[config.mk]
export PLATFORM = sky130hd
export DESIGN_NAME = btn_debouncer_flat
export DESIGN_NICKNAME = d
export VERILOG_FILES = /design/src/rtl/stacker_pkg.sv /design/src/rtl/btn_debouncer_if.sv /design/src/rtl/sync_2ff.sv /design/src/rtl/btn_debouncer.sv /design/src/flat_wrapper.sv
export SDC_FILE = /design/constraint.sdc
export NUM_CORES = 1
export LEC_CHECK = 0
export CORE_AREA = 2 2 65 67
export CTS_CLUSTER_SIZE = 25
export DETAILED_ROUTE_END_ITERATION = 6
export DIE_AREA = 0 0 67 69
export PLACE_DENSITY_LB_ADDON = 0.12
export SYNTH_ARGS = -nofsm -noshare
export SYNTH_HDL_FRONTEND = slang
export SYNTH_SLANG_ARGS = --single-unit
[constraint.sdc]
create_clock -name clk -period 3.25 [get_ports clk]
set_input_delay 0.325 -clock clk [delete_from_list [all_inputs] [get_ports clk]]
set_output_delay 0.325 -clock clk [all_outputs]
set_load 0.1 [all_outputs]
[src/rtl/stacker_pkg.sv]
// Shared definitions for the button conditioning logic.
//   state_t      : one-hot 8-bit debouncer state, also driven out for debug/LEDs
//   *_DEF        : default cycle counts for a 100 MHz system clock
//   max3()       : helper used to size the shared cycle counter
package stacker_pkg;

  typedef enum logic [7:0] {
    INI  = 8'b0000_0001,
    WQ   = 8'b0000_0010,
    SCEN = 8'b0000_0100,
    HOLD = 8'b0000_1000,
    MCEN = 8'b0001_0000,
    RPT  = 8'b0010_0000,
    WFQ  = 8'b0100_0000,
    REL  = 8'b1000_0000
  } state_t;

  localparam int DEBOUNCE_CYCLES_DEF = 2_500_000;   // 25 ms
  localparam int HOLD_CYCLES_DEF     = 50_000_000;  // 500 ms
  localparam int REPEAT_CYCLES_DEF   = 10_000_000;  // 100 ms

  function automatic int max3(input int a, input int b, input int c);
    int m;
    m = (a > b) ? a : b;
    return (m > c) ? m : c;
  endfunction

endpackage

[src/rtl/btn_debouncer_if.sv]
// Button pad in, conditioned button events out.
//   btn_in   : raw asynchronous pad level
//   db_level : debounced level
//   scen     : one-cycle strobe per accepted press
//   mcen     : one-cycle strobe on press, then auto-repeat while held
//   rel      : one-cycle strobe per accepted release
//   state_o  : one-hot debouncer state
// Signalling: there is no valid/ready handshake. Every strobe is a
// single-cycle, clk-synchronous pulse that the consumer must take in the
// cycle it is high; the producer never waits for the consumer.
interface btn_debouncer_if;
  logic       btn_in;
  logic       db_level;
  logic       scen;
  logic       mcen;
  logic       rel;
  logic [7:0] state_o;

  // Debouncer side
  modport master (
    input  btn_in,
    output db_level, scen, mcen, rel, state_o
  );

  // Consumer / pad side
  modport slave (
    output btn_in,
    input  db_level, scen, mcen, rel, state_o
  );
endinterface

[src/rtl/sync_2ff.sv]
// Two-flop synchroniser for a single asynchronous pad input.
//   clk : destination clock
//   rst : asynchronous active-low reset, clears both flops to 0
//   d   : asynchronous input
//   q   : synchronised output, two clk edges behind d
module sync_2ff (
  input  logic clk,
  input  logic rst,
  input  logic d,
  output logic q
);

  logic s1;

  always_ff @(posedge clk or negedge rst) begin
    if (!rst) begin
      s1 <= 1'b0;
      q  <= 1'b0;
    end else begin
      s1 <= d;
      q  <= s1;
    end
  end

endmodule

[src/rtl/btn_debouncer.sv]
// Push-button conditioner: synchronises the pad, filters bounce and produces
// press (scen), auto-repeat (mcen) and release (rel) strobes plus a
// debounced level. All outputs are decoded from the one-hot state register.
//   clk : system clock
//   rst : asynchronous active-low reset
//   bus : btn_debouncer_if.master (btn_in in; db_level/scen/mcen/rel/state_o out)
module btn_debouncer
  import stacker_pkg::*;
#(
  parameter int DEBOUNCE_CYCLES = DEBOUNCE_CYCLES_DEF,
  parameter int HOLD_CYCLES     = HOLD_CYCLES_DEF,
  parameter int REPEAT_CYCLES   = REPEAT_CYCLES_DEF
) (
  input  logic               clk,
  input  logic               rst,
  btn_debouncer_if.master    bus
);

  localparam int CW = $clog2(max3(DEBOUNCE_CYCLES, HOLD_CYCLES, REPEAT_CYCLES)) + 1;

  // Terminal counts. The repeat terminal is one short because the MCEN
  // cycle itself is part of the repeat period.
  localparam logic [CW-1:0] DB_LAST   = CW'(DEBOUNCE_CYCLES - 1);
  localparam logic [CW-1:0] HOLD_LAST = CW'(HOLD_CYCLES - 1);
  localparam logic [CW-1:0] RPT_LAST  = CW'(REPEAT_CYCLES - 2);

  logic          btn_sync;
  state_t        state_q, state_d;
  logic [CW-1:0] cnt_q, cnt_d;
  logic [7:0]    st;

  sync_2ff u_sync (
    .clk (clk),
    .rst (rst),
    .d   (bus.btn_in),
    .q   (btn_sync)
  );

  always_ff @(posedge clk or negedge rst) begin
    if (!rst) begin
      state_q <= INI;
      cnt_q   <= '0;
    end else begin
      state_q <= state_d;
      cnt_q   <= cnt_d;
    end
  end

  always_comb begin
    state_d = state_q;
    cnt_d   = cnt_q;
    case (state_q)
      INI: begin
        if (btn_sync) begin
          state_d = WQ;
          cnt_d   = '0;
        end
      end
      WQ: begin
        if (!btn_sync) begin
          state_d = INI;
        end else if (cnt_q == DB_LAST) begin
          state_d = SCEN;
          cnt_d   = '0;
        end else begin
          cnt_d = cnt_q + 1'b1;
        end
      end
      SCEN: begin
        state_d = HOLD;
        cnt_d   = '0;
      end
      HOLD: begin
        if (!btn_sync) begin
          state_d = WFQ;
          cnt_d   = '0;
        end else if (cnt_q == HOLD_LAST) begin
          state_d = MCEN;
          cnt_d   = '0;
        end else begin
          cnt_d = cnt_q + 1'b1;
        end
      end
      MCEN: begin
        state_d = RPT;
        cnt_d   = '0;
      end
      RPT: begin
        if (!btn_sync) begin
          state_d = WFQ;
          cnt_d   = '0;
        end else if (cnt_q == RPT_LAST) begin
          state_d = MCEN;
          cnt_d   = '0;
        end else begin
          cnt_d = cnt_q + 1'b1;
        end
      end
      WFQ: begin
        // Any high sample restarts the quiet window (release bounce).
        if (btn_sync) begin
          cnt_d = '0;
        end else if (cnt_q == DB_LAST) begin
          state_d = REL;
          cnt_d   = '0;
        end else begin
          cnt_d = cnt_q + 1'b1;
        end
      end
      REL: begin
        state_d = INI;
        cnt_d   = '0;
      end
      default: begin
        state_d = INI;
        cnt_d   = '0;
      end
    endcase
  end

  // Each output is a single state bit or an OR of state bits, so nothing
  // combinational from btn_in reaches the pins.
  assign st           = state_q;
  assign bus.state_o  = st;
  assign bus.scen     = st[2];
  assign bus.mcen     = st[2] | st[4];
  assign bus.rel      = st[7];
  assign bus.db_level = |st[6:2];

endmodule

[src/flat_wrapper.sv]
// flat-port wrapper written by rule: the top's interface ports become plain ports
module btn_debouncer_flat import stacker_pkg::*;
#(
  parameter int DEBOUNCE_CYCLES = DEBOUNCE_CYCLES_DEF,
  parameter int HOLD_CYCLES     = HOLD_CYCLES_DEF,
  parameter int REPEAT_CYCLES   = REPEAT_CYCLES_DEF
)
  (clk, rst, bus_btn_in, bus_db_level, bus_scen, bus_mcen, bus_rel, bus_state_o);
  btn_debouncer_if bus_i ();
  input  logic clk;
  input  logic rst;
  input wire logic [$bits(bus_i.btn_in)-1:0] bus_btn_in;
  output wire logic [$bits(bus_i.db_level)-1:0] bus_db_level;
  output wire logic [$bits(bus_i.scen)-1:0] bus_scen;
  output wire logic [$bits(bus_i.mcen)-1:0] bus_mcen;
  output wire logic [$bits(bus_i.rel)-1:0] bus_rel;
  output wire logic [$bits(bus_i.state_o)-1:0] bus_state_o;
  assign bus_i.btn_in = bus_btn_in;
  assign bus_db_level = bus_i.db_level;
  assign bus_scen = bus_i.scen;
  assign bus_mcen = bus_i.mcen;
  assign bus_rel = bus_i.rel;
  assign bus_state_o = bus_i.state_o;
  btn_debouncer #(.DEBOUNCE_CYCLES(DEBOUNCE_CYCLES), .HOLD_CYCLES(HOLD_CYCLES), .REPEAT_CYCLES(REPEAT_CYCLES)) u_core (.clk(clk), .rst(rst), .bus(bus_i));
endmodule
==> impl.org <==
** Timing
- Maximum clock skew at final layout :: 11.5 ps
- At the pin with the least slew margin, the transition time is 960 ps.
- Fin crit share :: 0.851
- The worst pin sits at a relative slew slack of 0.358.
- Max-slew violations :: 0
- Final setup TNS :: 0 ps
- Setup-failing EPs final :: 0
- The worst path needs 2770 ps of the cycle, external delays included.
- Setup repair after global routing missed its margin :: no
- Hold violation count in the final report :: 0
- Based on the critical path, the design can be clocked at up to 0.362 GHz.

** Logic synthesis
- Net count after synthesis :: 260
- In the synthesized netlist, the number of instances is 255.
- Each instance of the synthesized netlist takes up on average 8.59 um^2.
- Yosys printed 0 warnings.
- Fraction of registers with async set/reset :: 1.00
- Flip-flop and latch count after synthesis :: 37
- In the post-synthesis netlist, the cell with the most instances is sky130_fd_sc_hd__nand2_1.
- EDFF count, synth :: 0
- Cells taking the most area after synthesis :: sky130_fd_sc_hd__dfrtp_1 (41%), sky130_fd_sc_hd__nand2_1 (6.5%), sky130_fd_sc_hd__nor2_1 (5.7%), sky130_fd_sc_hd__o21ai_0 (3.9%), sky130_fd_sc_hd__xor2_1 (3.6%)
- Commonest cells in the netlist :: sky130_fd_sc_hd__nand2_1 (38), sky130_fd_sc_hd__dfrtp_1 (36), sky130_fd_sc_hd__nor2_1 (33)
- Top_reg_cell synth :: sky130_fd_sc_hd__dfrtp_1
- Share of the synthesized area in the top cell type :: 0.411
- Area leader, netlist :: sky130_fd_sc_hd__dfrtp_1
- Share of the yosys chip area belonging to registers :: 0.423
- Yosys cell types :: 48
- Summing every instance area after synthesis gives 2190 um^2.

** Clock tree
- No sink is reached through more buffers than the 2 on the longest clock path.
- Cts bufs inserted :: 5
- PostCTS Resize Cnt :: 0
- The cell sitting at the root of the clock tree is a sky130_fd_sc_hd__clkbuf_8.
- TritonCTS built the clock tree.
- Buffers inserted to repair hold after CTS numbered 0.
- The H-tree was split into 2 levels.
- Clock Sink Count :: 37
- For the worst-skew pair, the clock arrives at the later sink with an insertion delay of 290 ps.
- Setup Buffers After CTS :: 0
- Clock-pin slew was measured on the worst setup and hold paths at 80 ps.

** Floorplanning
- In this run the count of I/O pins placed on the die edge is 15.
- The die is 67 um wide.
- DIE HEIGHT :: 69 um
- Area of the die :: 4620 um^2
- # rows :: 23
- Area of the core :: 3910 um^2
- For this configuration, the core starts out at a cell density of 0.560.

** Global route
- Wire length of the first global-routing pass :: 8.20 mm
- The via count of the first global-routing pass was 1723.
- After global routing the overflow that remains totals 0.
- In the global route stage, overall resource usage came out at 0.229.
- Entering global routing, the biggest net connects 38 pins.
- The initial antenna violation count was 0.

** Final layout
- 0 antenna diodes ended up in the layout.
- Net count of the finished layout :: 273
- Fraction of layout cells with a size suffix above 1 :: 0.0892
- From synthesis to final layout, the design area changed by 11.7%.

** Drt
- Count of nets left with antenna violations after detail routing :: 0
- After detailed routing, the number of remaining DRC violations is 0.
- Pre-antenna DRT Iters :: 4
- Total vias in the final route :: 1895
- Detailed Route WL :: 4.79 mm
- Via-to-Cell Ratio :: 5.94
- Dividing the detail-routed wire length by the instance count gives 15.0 um.
- Number of DRC markers after the initial detailed-route iteration :: 165

** Setup path
- Origin of the critical flop-to-flop path :: u_core.cnt_q[0]
- Crit-path max FO :: 12
- In this run the critical register-to-register path is captured at u_core.cnt_q[24].
- Counting cells, the worst reg-to-reg path comes to 8.
- Critical setup path kind :: flip-flop to flip-flop
- The worst setup path is launched from a flip-flop.
- At the worst endpoint, the arrival time is 2950 ps.
- Data on the critical path is required at its endpoint by 3430 ps.
- Tracing the worst setup path back leads to its startpoint at u_core.cnt_q[0].
- Sort of element at the end of the critical path :: flip-flop
- The worst register-to-register path has a setup slack of 480 ps.

** Pwr
- Power Total :: 981 uW
- The worst-case IR drop observed on VDD is 0.229 mV.
- Pwr/cell area :: 401 nW/um^2
- Leakage dissipation :: 0.951 nW

** Place
- After legalization and detailed placement, the total HPWL measured 3.44 mm.
- Input and output buffers added on the ports amount to 14.
- GPL Wtd Cong :: 0.884

** Flow run
- Across the run, the number of max-cap violations was 0.

** Hold path
- Worst hold path type :: primary input to asynchronous set/reset pin

** Run status
- Outcome :: complete, no violations
-- placed cells by master (no fill, tap or decap), drive strengths merged, types with 3 or more instances in the layout --
master / synthesis / layout
a21oi: 3 / 3
and3: 3 / 3
buf: 8 / 9
clkbuf: 5 / 7
clkdlybuf4s50: 0 / 10
dfrtp: 36 / 36
inv: 5 / 5
nand2: 38 / 38
nand2b: 6 / 6
nand3: 9 / 9
nand4: 8 / 8
nand4b: 3 / 3
nor2: 34 / 34
nor3: 13 / 13
nor4: 7 / 7
o211ai: 7 / 7
o21ai: 18 / 18
o31ai: 3 / 3
or3: 5 / 5
xnor2: 8 / 8
xor2: 9 / 9
-- how the worst max path moves through the flow --
stage	cells past startpoint	endpoint
after floorplan	8	u_core.cnt_q[11]
after global routing	8	u_core.cnt_q[17]
after global placement	8	u_core.cnt_q[14]
final	8	u_core.cnt_q[24]
after CTS	8	u_core.cnt_q[24]
after detailed placement	8	u_core.cnt_q[24]
-- metal layers --
| layer | global-route usage | vias to the layer above | wire length, um |
|---|---|---|---|
| li1 | - | 927 | - |
| met1 | 0.337 | 923 | 2380 |
| met2 | 0.338 | 38 | 2180 |
| met3 | 0.0489 | 7 | 169 |
| met4 | 0.0680 | 0 | 57 |
| met5 | 0 | - | 0 |
-- where the power goes --
part | total, mW | switching (mW) | internal (mW)
combinational | 0.142 | 0.105 | 0.0364
clock | 0.354 | 0.163 | 0.192
sequential | 0.485 | 0.0156 | 0.470
total | 0.981 | 0.283 | 0.698
-- registers in the layout (all words and copies together), names as in the netlist --
signal,count
u_core.cnt_q,27
u_core.bus.state_o,8
u_core.u_sync.q,1
u_core.u_sync.s1,1
-- area by class of cell --
cell class	count	area, um^2
multi-input cells	200	1170
fillers	353	1470
inverters	5	18.8
clock buffers	7	96.3
clock inverters	1	5.00
flip-flops and latches	37	927
well taps	50	62.6
repair buffers	19	165
-- cells by family (layout without fill, tap and decap cells) --
kind of cell / after synthesis / count (layout) / share of synthesized area
buffers and inverters: 18 / 32 / 0.0417
and+or+nand+nor: 141 / 141 / 0.339
AOI/OAI and AO/OA: 38 / 38 / 0.108
DFF: 37 / 37 / 0.423
xor gates and xnor gates: 17 / 17 / 0.0680
adders and majority gates: 2 / 2 / 0.0114
muxes: 2 / 2 / 0.00914
-- through the flow --
stage / instance area, um^2 / utilization / cells / setup WS [ps] / hold WS [ps]
after detailed placement: 2350 / 0.599 / 311 / 521 / 359
after global routing: 2450 / 0.625 / 319 / 335 / 205
after global placement: 2350 / 0.599 / 311 / 595 / 336
after CTS: 2450 / 0.625 / 319 / 493 / 156
after floorplan: 2190 / - / 255 / 640 / 29.4
final: 2450 / 0.625 / 319 / 484 / 126
-- critical path: stages (launching register included) --
cell and delay [ps]:
sky130_fd_sc_hd__dfrtp_1 410, sky130_fd_sc_hd__ha_1 230, sky130_fd_sc_hd__nand3_2 140, sky130_fd_sc_hd__or3_1 420
sky130_fd_sc_hd__or3_4 430, sky130_fd_sc_hd__a32o_1 380, sky130_fd_sc_hd__nor3_4 310, sky130_fd_sc_hd__buf_4 250
sky130_fd_sc_hd__nor2_1 70
(Power assumes the default switching activity.)
